--- src/rtl/npu_seq_ctrl.sv ---
// Autonomous NPU layer sequencer: conv1, CHAN conv2 passes, streamed fc1 groups, fc2 result.
// Weight loads go through a level-held req/ack handshake; a watchdog traps stalled datapath states.
module npu_seq_ctrl #(
    parameter int CHAN       = 10,
    parameter int CONV1_LAST = 182,
    parameter int CONV2_LAST = 132,
    parameter int FC1_GROUPS = 330,
    parameter int TMO_CYCLES = 4096
) (
    input  logic        clk,
    input  logic        rst,
    input  logic        start,
    input  logic        abort,
    output logic        wreq,
    output logic [1:0]  wkind,
    output logic [8:0]  widx,
    input  logic        wack,
    output logic        conv_trigger,
    output logic        conv_layer,
    output logic        conv_clear,
    input  logic [7:0]  conv_addr,
    output logic        sum_clear,
    output logic        fcn_start,
    output logic        fc1_next,
    input  logic        fc1_valid,
    input  logic        fcn_done,
    input  logic [23:0] fcn_logit,
    output logic        busy,
    output logic        done,
    output logic        err,
    output logic [23:0] result,
    output logic [2:0]  phase
);
    localparam int WDW = $clog2(TMO_CYCLES + 1);

    typedef enum logic [2:0] {
        IDLE    = 3'd0,
        LOAD_W  = 3'd1,
        CONV    = 3'd2,
        FC_LOAD = 3'd3,
        FC_WAIT = 3'd4,
        FINISH  = 3'd5,
        ERR     = 3'd6
    } state_t;

    state_t         state, state_n;
    logic [8:0]     chan_cnt, chan_cnt_n, grp_cnt, grp_cnt_n, widx_n;
    logic [WDW-1:0] wdog, wdog_n;
    logic [1:0]     wkind_n;
    logic [23:0]    result_n;
    logic           wreq_n, conv_layer_n, err_n;
    logic           conv_trigger_n, conv_clear_n, sum_clear_n, fcn_start_n, fc1_next_n, done_n;
    logic           pass_end, watched;

    assign pass_end = conv_layer ? (conv_addr == 8'(CONV2_LAST)) : (conv_addr == 8'(CONV1_LAST));
    assign watched  = state inside {CONV, FC_WAIT, FINISH};
    assign busy     = (state != IDLE);
    assign phase    = state;

    always_comb begin
        state_n        = state;
        chan_cnt_n     = chan_cnt;
        grp_cnt_n      = grp_cnt;
        wreq_n         = wreq;
        wkind_n        = wkind;
        widx_n         = widx;
        conv_layer_n   = conv_layer;
        err_n          = err;
        result_n       = result;
        conv_trigger_n = 1'b0;
        conv_clear_n   = 1'b0;
        sum_clear_n    = 1'b0;
        fcn_start_n    = 1'b0;
        fc1_next_n     = 1'b0;
        done_n         = 1'b0;
        // Abort dominates everything, including a same-cycle start
        if (abort && state != IDLE) begin
            state_n      = IDLE;
            conv_clear_n = 1'b1;
            wreq_n       = 1'b0;
            conv_layer_n = 1'b0;
            err_n        = 1'b0;
        end else if (abort) begin
            err_n = 1'b0;
        end else if (fcn_done && state != IDLE && state != FINISH) begin
            state_n = ERR;
            wreq_n  = 1'b0;
            err_n   = 1'b1;
        end else if (watched && wdog == WDW'(TMO_CYCLES - 1)) begin
            state_n = ERR;
            wreq_n  = 1'b0;
            err_n   = 1'b1;
        end else begin
            case (state)
                IDLE: if (start) begin
                    state_n      = LOAD_W;
                    sum_clear_n  = 1'b1;
                    conv_layer_n = 1'b0;
                    chan_cnt_n   = '0;
                    wkind_n      = 2'd0;
                    widx_n       = '0;
                    wreq_n       = 1'b1;
                end
                LOAD_W: if (wreq && wack) begin
                    state_n        = CONV;
                    wreq_n         = 1'b0;
                    conv_trigger_n = 1'b1;
                end
                CONV: if (pass_end) begin
                    conv_clear_n = 1'b1;
                    wreq_n       = 1'b1;
                    if (!conv_layer) begin
                        state_n      = LOAD_W;
                        conv_layer_n = 1'b1;
                        wkind_n      = 2'd1;
                        widx_n       = '0;
                    end else if (chan_cnt < 9'(CHAN - 1)) begin
                        state_n    = LOAD_W;
                        chan_cnt_n = chan_cnt + 9'd1;
                        widx_n     = chan_cnt + 9'd1;
                    end else begin
                        state_n     = FC_LOAD;
                        fcn_start_n = 1'b1;
                        grp_cnt_n   = '0;
                        wkind_n     = 2'd2;
                        widx_n      = '0;
                    end
                end
                FC_LOAD: if (wreq && wack) begin
                    state_n    = FC_WAIT;
                    wreq_n     = 1'b0;
                    fc1_next_n = 1'b1;
                end
                FC_WAIT: if (fc1_valid) begin
                    if (grp_cnt < 9'(FC1_GROUPS - 1)) begin
                        state_n   = FC_LOAD;
                        grp_cnt_n = grp_cnt + 9'd1;
                        widx_n    = grp_cnt + 9'd1;
                        wreq_n    = 1'b1;
                    end else begin
                        state_n = FINISH;
                    end
                end
                FINISH: if (fcn_done) begin
                    state_n  = IDLE;
                    result_n = fcn_logit;
                    done_n   = 1'b1;
                end
                default: ;
            endcase
        end
        // Count only while staying in a watched state; any entry restarts at zero
        wdog_n = (state_n != state || !watched) ? '0 : wdog + WDW'(1);
    end

    always_ff @(posedge clk) begin
        if (rst) begin
            state        <= IDLE;
            chan_cnt     <= '0;
            grp_cnt      <= '0;
            wdog         <= '0;
            wreq         <= 1'b0;
            wkind        <= 2'd0;
            widx         <= '0;
            conv_layer   <= 1'b0;
            err          <= 1'b0;
            result       <= '0;
            conv_trigger <= 1'b0;
            conv_clear   <= 1'b0;
            sum_clear    <= 1'b0;
            fcn_start    <= 1'b0;
            fc1_next     <= 1'b0;
            done         <= 1'b0;
        end else begin
            state        <= state_n;
            chan_cnt     <= chan_cnt_n;
            grp_cnt      <= grp_cnt_n;
            wdog         <= wdog_n;
            wreq         <= wreq_n;
            wkind        <= wkind_n;
            widx         <= widx_n;
            conv_layer   <= conv_layer_n;
            err          <= err_n;
            result       <= result_n;
            conv_trigger <= conv_trigger_n;
            conv_clear   <= conv_clear_n;
            sum_clear    <= sum_clear_n;
            fcn_start    <= fcn_start_n;
            fc1_next     <= fc1_next_n;
            done         <= done_n;
        end
    end
endmodule

--- config.mk ---
export PLATFORM = sky130hd
export DESIGN_NAME = npu_seq_ctrl
export DESIGN_NICKNAME = d
export VERILOG_FILES = /design/src/rtl/npu_seq_ctrl.sv
export SDC_FILE = /design/constraint.sdc
export NUM_CORES = 1
export LEC_CHECK = 0
export BUFFER_PORTS_ARGS = -buffer_cell sky130_fd_sc_hd__buf_2
export CAP_MARGIN = 20
export CELL_PAD_IN_SITES_DETAIL_PLACEMENT = 2
export CELL_PAD_IN_SITES_GLOBAL_PLACEMENT = 2
export CORE_ASPECT_RATIO = 1.4
export CORE_MARGIN = 3
export CORE_UTILIZATION = 28
export DETAILED_ROUTE_END_ITERATION = 8
export MAX_ROUTING_LAYER = met4
export PLACE_DENSITY = 0.84
export SLEW_MARGIN = 5
export SYNTH_ARGS = -nofsm -noshare
export SYNTH_HDL_FRONTEND = slang
export SYNTH_SLANG_ARGS = --single-unit
--- constraint.sdc ---
create_clock -name clk -period 2.5 [get_ports clk]
set_clock_uncertainty 0.2 [all_clocks]
set_input_delay 0.5 -clock clk [delete_from_list [all_inputs] [get_ports clk]]
set_output_delay 0.5 -clock clk [all_outputs]
set_load 0.01 [all_outputs]
======== Word-level counts from Yosys, hierarchy flattened ========
Cells that the tools add are included.
word-level totals
  register bits ........................... 78
  output and inout bits ................... 48
  latch bits .............................. 0
  ROM bits ................................ 0
  memories ................................ 0
  input port bits ......................... 39
  word-level logic and storage cells ...... 143
  bits in writable memories ............... 0
cells by class
  bitwise gates (word level) .............. 11
  $add $sub $neg .......................... 3
  shifts and indexed selects .............. 0
  div/mod/pow operators ................... 0
  equal/unequal tests ..................... 23
  multiply operators ...................... 0
  magnitude comparators ................... 2
  muxes and demuxes ....................... 57
  reduce and logical (&&, ||, !) cells .... 31
operator list
  kind                                                                      number
  9-bit two-way mux                                                         12
  9-bit case mux with 2 select lines                                        2
  3-bit two-way mux                                                         11
  9-bit case mux with 3 select lines                                        1
  6-bit OR reduction                                                        4
  1-bit two-way mux                                                         21
  9-bit by 1-bit adder with 9-bit output (second input constant)            2
  3-bit case mux with 6 select lines                                        1
  9-bit AND reduction                                                       2
  8-bit equality test (second input constant)                               2
  13-bit by 1-bit adder with 13-bit output (second input constant)          1
  13-bit by 12-bit equality test with 1-bit output (second input constant)  1
  2-bit two-way mux                                                         6
  6-bit AND reduction                                                       2
  1-bit inverter                                                            11
  2-bit != test (second input constant)                                     5
  10-bit AND reduction                                                      1
  9-bit by 4-bit < comparator with 1-bit output (second input constant)     1
  9-bit < comparator (second input constant)                                1
  3-bit nonzero test                                                        3
  4-bit by 1-bit != test with 1-bit output (second input constant)          2
  4-bit by 2-bit != test with 1-bit output (second input constant)          2
  8-bit AND reduction                                                       1
  8-bit OR reduction                                                        1
  other kinds (19)                                                          31

======== Depth between registers and ports, before layout ========
Gate-level depths: netlist of the first run.
  word-level depth ........................ 12
  mapped depth ............................ 10
  depth with buffers taken out ............ 7

======== Least setup slack after synthesis of the first run ========
Ideal clock, no wire load.
  path type ............................... input -> register
  start ................................... input conv_addr[1]
  end ..................................... register wdog[5]
  library setup time ...................... 87 ps
  stages .................................. 7
  arrival time ............................ 2404 ps
  path slack .............................. -191 ps
  required time ........................... 2213 ps
  buffers on the path ..................... 1
  cell sequence ........................... or4b_4 -> a211oi_4 -> nand4_2 -> a41o_1 -> a22o_4 -> buf_6 -> nor4b_4
on the way
  longest elaborated chain between the ends .. 11
  elaborated cells on any way between the ends .. 12
  those cells by class .................... eq/ne: 3; mux: 7; reduce/logical: 2
RTL lines
  item                                    RTL line  source
  start: declaration                      21        input logic [7:0] conv_addr,
  8-bit equality test                     55        assign pass_end = conv_layer ? (conv_addr == 8'(CONV2_LAST)) : (conv_addr == 8'(CONV1_LAST));
  1-bit two-way mux (*)                   55
  3-bit two-way mux (*)                   109       CONV: if (pass_end) begin
  3-bit case mux with 6 select lines (*)  94        case (state)
  3-bit two-way mux (*)                   89        end else if (watched && wdog == WDW'(TMO_CYCLES - 1)) begin
  3-bit two-way mux (*)                   85        end else if (fcn_done && state != IDLE && state != FINISH) begin
  3-bit two-way mux (*)                   83        end else if (abort) begin
  3-bit two-way mux (*)                   77        if (abort && state != IDLE) begin
  3-bit != test (*)                       153       wdog_n = (state_n != state || !watched) ? '0 : wdog + WDW'(1);
  1-bit logical OR (*)                    153
  2-bit OR reduction (no line) (*)        n/a
  end signal: assignment                  178       wdog <= wdog_n;
  end: declaration                        48        logic [WDW-1:0] wdog, wdog_n;
Every way passes the cells marked *; elsewhere a longest branch is shown, timed or not.
A chain may end at the register's enable or synchronous reset.

======== Worst setup path in the final report of the first run ========
  start ................................... register conv_layer
  end ..................................... register wdog[1]
on the way
  longest elaborated chain between the ends .. 10
  elaborated cells on any way between the ends .. 11
  those cells by class .................... eq/ne: 1; mux: 8; reduce/logical: 2
RTL lines
  item                                                           RTL line  source
  start: declaration                                             19        output logic conv_layer,
  start signal: assignment                                       182       conv_layer <= conv_layer_n;
  2-bit two-way mux / 1-bit two-way mux (equally long branches)  112, 55
  3-bit two-way mux (*)                                          109
  3-bit case mux with 6 select lines (*)                         94
  3-bit two-way mux (*)                                          89
  3-bit two-way mux (*)                                          85
  3-bit two-way mux (*)                                          83
  3-bit two-way mux (*)                                          77
  3-bit != test (*)                                              153
  1-bit logical OR (*)                                           153
  2-bit OR reduction (no line) (*)                               n/a
Marked as above.

==> results.py, run 1 <==
metrics = {
    "sta": {
        "timing.setup.tns_ns": -0.475,
        "max_freq_ghz": 0.388,
        "worst_slew_pin_slew_ns": 0.555,
        "hold_violations": 0,
        "worst_slack_ns": -0.0794,
        "rsz0062_at_grt": "yes",
        "fin_crit_ns": 2.58,
        "relSlewSlack": 0.629,
        "drv_slew": 0,
        "finalSetupViolations": 18,
        "hold_ws_ns": 0.194,
        "fin_crit_sh": 1.03,
    },
    "final_layout": {
        "fillerInstances": 1384,
        "n_antenna_cell": 0,
        "drive_gt1_frac": 0.404,
        "multi_input_area_um2": 2300,
        "final_common_cell": "buf_2",
        "mostFrequentLayoutCells": "buf_2 (86), dfxtp_1 (75), nand2_1 (70), buf_4 (59), a21oi_1 (33)",
        "fin_nets": 617,
        "area.sequential_um2": 1570,
        "utilization": 0.430,
        "area_growth_pct": 49.4,
    },
    "clock_tree": {
        "clockRootBuffer": "clkbuf_16",
        "clkSlewWorstSetupHoldPaths_ns": 0.06,
        "cts.sinks": 78,
        "clk_latency_ns": 0.34,
        "cts_tree": "done",
        "ctsLongestPathBuffers": 2,
        "cts_made_buffers": 9,
        "htreeDepth": 3,
    },
    "placed_design": {
        "finalWeightedCongestion": 0.874,
        "port_buffers": 86,
        "post-dp-hpwl_um": 10400,
        "pre_cts_ws_ns": -0.558,
    },
    "logic_synthesis": {
        "synth_enable_flop_cells": 0,
        "avgSynthCellArea_um2": 8.63,
        "async_flop_share": 0,
        "synth_ff_type": "dfxtp_1",
        "ys_seq_area_frac": 0.422,
        "syn-num-nets": 471,
        "synth_cells": 429,
        "yosys_warnings": 0,
        "mappedNetlistArea_um2": 3700,
        "synthDistinctLibCells": 63,
        "ys_ff_latch": 78,
    },
    "global_routing": {
        "grt_pass1_wl_um": 23700,
        "grtUsageTotal": 0.215,
        "grt_remaining_overflow": 0,
        "antenna_found_initial": 0,
        "grt_pass1_vias": 4405,
        "grt_start_max_net_pins": 40,
    },
    "pwr": {
        "power_leakage_nw": 2.22,
        "total_power_mw": 3.27,
        "ir_drop_mv": 0.299,
        "p_per_area_nw_per_um2": 591,
    },
    "die": {
        "start_util": 0.288,
        "die_x_um": 103,
        "dieArea_um2": 14700,
        "core_area_um2": 12900,
        "dieHeight_um": 142,
        "num_rows": 49,
        "boundaryPins": 87,
    },
    "drt": {
        "first_pass_iters": 4,
        "final_antenna_net_count": 0,
        "drt-initial-drc-count": 160,
        "wirelength_um": 16300,
        "drc": 0,
        "via_per_inst": 5.36,
        "vias": 3924,
        "wire_per_inst_um": 22.3,
    },
    "worst_setup_path": {
        "critPathLaunchType": "register",
        "cp-end-kind": "register",
        "worst_ep_required_time_ns": 2.54,
        "path_class": "reg2reg",
        "crit_fanout": 7,
        "crit_arrival_ns": 2.62,
    },
    "status": {
        "violations": "setup timing",
        "outcome": "complete, but fails checks",
    },
    "flow_run": {
        "cap_violations": 0,
    },
    "hold_path": {
        "hold_path_class": "in2reg",
    },
}
==> timing repair <==
| action | in CTS | in global routing |
|---|---|---|
| gates cloned | 2 | 2 |
| hold buffers | 0 | 0 |
| buffers inserted | 9 | 10 |
| setup endpoints to repair | 31 | 43 |
| resized for setup | 32 | 39 |
| pin swaps | 6 | 10 |
==> worst paths after layout <==
path	start	end	slack [ns]	depth (start not counted)
worst max-delay path	conv_layer	wdog[1]	-0.08	9
worst min-delay path	fcn_logit[0]	result[0]	0.19	3
worst max register to register	conv_layer	wdog[1]	-0.08	9
worst min register to register	result[22]	result[22]	0.26	2
==> power by group <==
part           total (mW)  switching, mW  leakage, nW  internal (mW)
clock network        1.58          0.528        0.175           1.05
logic               0.426          0.236         1.41          0.190
registers            1.26        0.00963        0.630           1.25
total                3.27          0.774         2.22           2.50
==> area by class of cell <==
type	count	area share
timing repair buffer	159	0.194
tap	153	0.0346
sequential	78	0.283
multi-input combinational	314	0.416
clock buffer	12	0.0482
inverter	13	0.00882
clock inverter	3	0.0163
==> layer usage <==
metal / vias to the layer above / wire (um) / global-route usage
li1: 1830 / - / -
met1: 1965 / 6060 / 0.218
met2: 105 / 9390 / 0.400
met3: 24 / 508 / 0.0402
met4: 0 / 365 / 0.0805
met5: - / 0 / -
==> Yosys cell counts (all sizes together) (11+ instances only) <==
library cell,n,area (um2)
nand2,71,267
o21ai,11,55.1
nor2,26,97.6
nand3,16,80.1
nor4b,16,211
dfxtp,78,1560
inv,13,48.8
clkbuf,19,71.3
a21oi,37,185
xnor2,11,96.3
==> registers in the layout, summed over array words and instances, names as in the netlist <==
register,cells
wdog,13
conv_layer,1
fc1_next,1
done,1
err,1
widx,9
sum_clear,1
conv_clear,1
conv_trigger,1
wkind,2
phase,3
wreq,1
result,24
grp_cnt,9
fcn_start,1
chan_cnt,9
==> kinds of logic (layout without fill, tap and decap cells) <==
kind of cell,count (synthesis),count (layout),share of synthesized area
simple gates,187,187,0.284
compound gates,100,101,0.185
flops,78,78,0.422
buf+inv,38,187,0.0439
xor+xnor,19,19,0.0449
mux,4,4,0.0108
fa+ha+maj,3,3,0.0101
==> worst max-delay path, cell delays in order (launching register included) <==
cell       delay (ns)
dfxtp_2          0.34
or4b_4           0.47
a211oi_4         0.29
buf_6            0.16
buf_6            0.10
o2bb2ai_4        0.13
nand3_2          0.14
a21oi_4          0.20
buf_6            0.16
nor4bb_4         0.29
==> per-stage QoR <==
stage / cells / area, um2
after detailed placement: 694 / 4640
after global routing: 732 / 5530
final: 732 / 5530
after global placement: 694 / 4640
after CTS: 720 / 5230
after floorplan: 429 / 3710
Note: power is estimated with default switching activity, not from simulation.
==> run 2, diff against run 1 <==
ABC_AREA = 1   (was default)
CORE_UTILIZATION = 26   (was 28)
==> run 2 against run 1 <==
  * The flow now finishes without violations
  * Synthesized cell count increased by 15%
  * Critical endpoint is now wdog[3]
  * Register-to-register slack improved by 0.26 ns
  * Combinational power decreased by 26%
  * Critical path type unchanged
  * Critical path depth increased by 6
  * Worst setup slack improved by 0.26 ns
  * Global-route usage decreased by 5.6 points
  * First-iteration DRC count decreased by 66%
==> results.py, run 2 <==
metrics = {
    "status": {
        "outcome": "complete, no violations",
    },
    "worst_setup_path": {
        "crit_arrival_ns": 2.39,
        "reg2reg_slack_ns": 0.18,
        "cp-end-kind": "register",
        "worst_ep_required_time_ns": 2.57,
        "critPathLaunchType": "register",
        "crit_fanout": 6,
        "worst-r2r-cell-count": 15,
        "reg2reg_from": "wdog[0]",
        "path_class": "reg2reg",
        "r2r-end": "wdog[3]",
    },
    "logic_synthesis": {
        "synth_compound_area_frac": 0.141,
        "yosysMostFrequentCell": "nand2_1",
        "synthSimpleGateAreaFrac": 0.279,
        "synthDistinctLibCells": 29,
        "synth_xor_xnor_area_share": 0.0343,
        "synth_area_leaders": "dfxtp_1 (44%), nand2_1 (8.5%), a21oi_1 (7.3%)",
        "ys_ff_latch": 78,
        "synthAdderAreaFrac": 0.0105,
        "mappedNetlistArea_um2": 3580,
        "synth_ff_type": "dfxtp_1",
        "synth.area.mux_share": 0,
        "syn-num-nets": 537,
        "synth_cells": 495,
        "synth_top_family_by_area": "simple AND/OR/NAND/NOR gates",
        "synth_area_leader_cell": "dfxtp_1",
        "synthTopCellsByCount": "nand2_1 (81), dfxtp_1 (78), inv_1 (69)",
        "synth_top_area_frac": 0.436,
        "async_flop_share": 0,
        "synth_enable_flop_cells": 0,
        "ys_seq_area_frac": 0.436,
        "yosys_warnings": 0,
        "avgSynthCellArea_um2": 7.23,
    },
    "drt": {
        "drt-initial-drc-count": 55,
        "wire_per_inst_um": 15.2,
        "wirelength_um": 11800,
        "drc": 0,
        "final_antenna_net_count": 0,
        "vias": 3649,
        "first_pass_iters": 4,
        "via_per_inst": 4.72,
    },
    "global_routing": {
        "grt_pass1_vias": 4025,
        "antenna_found_initial": 0,
        "grtUsageTotal": 0.160,
        "grt_pass1_wl_um": 19100,
        "grt_start_max_net_pins": 49,
        "grt_remaining_overflow": 0,
    },
    "hold_path": {
        "hold_path_class": "reg2reg",
        "hold_path_depth": 2,
        "hold_end": "result[8]",
        "hp-start": "result[8]",
    },
    "final_layout": {
        "final_common_cell": "buf_2",
        "drive_gt1_frac": 0.249,
        "utilization": 0.339,
        "largest_register_ffs": 24,
        "top_regs": "result: 24 flops, wdog: 13 flops",
        "fillerInstances": 1583,
        "fin_nets": 627,
        "area_growth_pct": 27.2,
        "largest-register": "result",
        "postLayoutCellArea_um2": 4550,
        "mostFrequentLayoutCells": "buf_2 (86), nand2_1 (81), dfxtp_1 (76), inv_1 (68), nor2_1 (56)",
        "fin_cells": 773,
    },
    "placed_design": {
        "finalWeightedCongestion": 0.808,
        "port_buffers": 86,
        "dpl.cell_count": 755,
        "post-dp-hpwl_um": 9310,
        "dpl_cell_area_um2": 4230,
    },
    "clock_tree": {
        "clkSlewWorstSetupHoldPaths_ns": 0.06,
        "clk_latency_ns": 0.33,
        "htreeDepth": 3,
        "ctsLongestPathBuffers": 2,
        "clockRootBuffer": "clkbuf_16",
        "cts.sinks": 78,
        "cts_made_buffers": 9,
        "ctsHoldBuffers": 0,
        "cts_tree": "done",
    },
    "sta": {
        "worst_slew_pin_slew_ns": 0.429,
        "timing.setup.tns_ns": 0,
        "finalSetupViolations": 0,
        "max_freq_ghz": 0.431,
        "fin_crit_ns": 2.32,
        "hold_violations": 0,
        "rsz0062_at_grt": "yes",
        "relSlewSlack": 0.714,
        "drv_slew": 0,
        "fin_crit_sh": 0.929,
    },
    "die": {
        "core_area_um2": 13500,
        "dieHeight_um": 145,
        "num_rows": 50,
        "dieArea_um2": 15200,
        "boundaryPins": 87,
        "start_util": 0.266,
        "die_x_um": 105,
    },
    "flow_run": {
        "cap_violations": 0,
    },
    "pwr": {
        "ir_drop_mv": 0.356,
        "total_power_mw": 2.93,
        "power_leakage_nw": 2.00,
        "p_per_area_nw_per_um2": 643,
    },
}
## run 2: kinds of logic after synthesis
kind of cell / Yosys count
compound gates: 99
flops: 78
fa+ha+maj: 3
buf+inv: 88
xor+xnor: 14
simple gates: 213
## run 2: worst max path at each step
stage	from	to	slack, ns	cells past startpoint
floorplan	wdog[0]	wdog[6]	0.46	16
global placement	phase[0]	chan_cnt[0]	0.22	10
detailed placement	wdog[0]	wdog[4]	0.02	15
CTS	wdog[0]	wdog[4]	0.01	15
global route	wdog[0]	wdog[3]	-0.02	15
finish	wdog[0]	wdog[3]	0.18	15
## run 2: final cells by class
type,instances,area [um2],share of cell area
clock buffers,9,225,0.0495
repair buffers,95,510,0.112
inverters,71,267,0.0585
well taps,182,228,0.0500
flip-flops and latches,78,1560,0.344
multi-input cells,330,1680,0.370
diodes,1,2.50,0.000550
clock inverters,7,73.8,0.0162
## run 2: power by group
| part | leakage (nW) | internal, mW | switching, mW |
|---|---|---|---|
| combinational | 1.22 | 0.110 | 0.205 |
| sequential | 0.631 | 1.27 | 0.0253 |
| clock | 0.146 | 0.776 | 0.540 |
| total | 2.00 | 2.16 | 0.771 |
## run 2: timing repair
| action | 4_1_cts | 5_1_grt |
|---|---|---|
| gates resized for setup | 0 | 7 |
| setup buffers | 0 | 0 |
| endpoints found under the setup margin | 0 | 24 |
## run 2: layer usage
metal,GRT usage,share of wire,vias up
li1,-,-,1774
met1,0.155,0.38,1791
met2,0.313,0.57,57
met3,0.0280,0.025,27
met4,0.0643,0.024,0
met5,-,0,-
## run 2: worst max-delay path: stages (launching register included)
cell and delay [ns]:
dfxtp_1 0.37, ha_1 0.21, nand2_1 0.09, nor2_2 0.14
nand2_2 0.10, nor2_2 0.17, nand2_2 0.09, nand2_4 0.10
nor2_1 0.05, nand2_1 0.07, nand2_1 0.07, nand2_1 0.07
nand3_1 0.10, nor2_4 0.16, nand2_2 0.16, nor2_1 0.11
## run 2: metrics by stage
step | hold WS (ns) | setup WS, ns
2_1_floorplan | 0.223 | 0.461
3_3_place_gp | 0.228 | 0.217
3_5_place_dp | 0.237 | 0.0185
4_1_cts | 0.234 | 0.0146
5_1_grt | 0.267 | -0.0153
6_report | 0.242 | 0.178
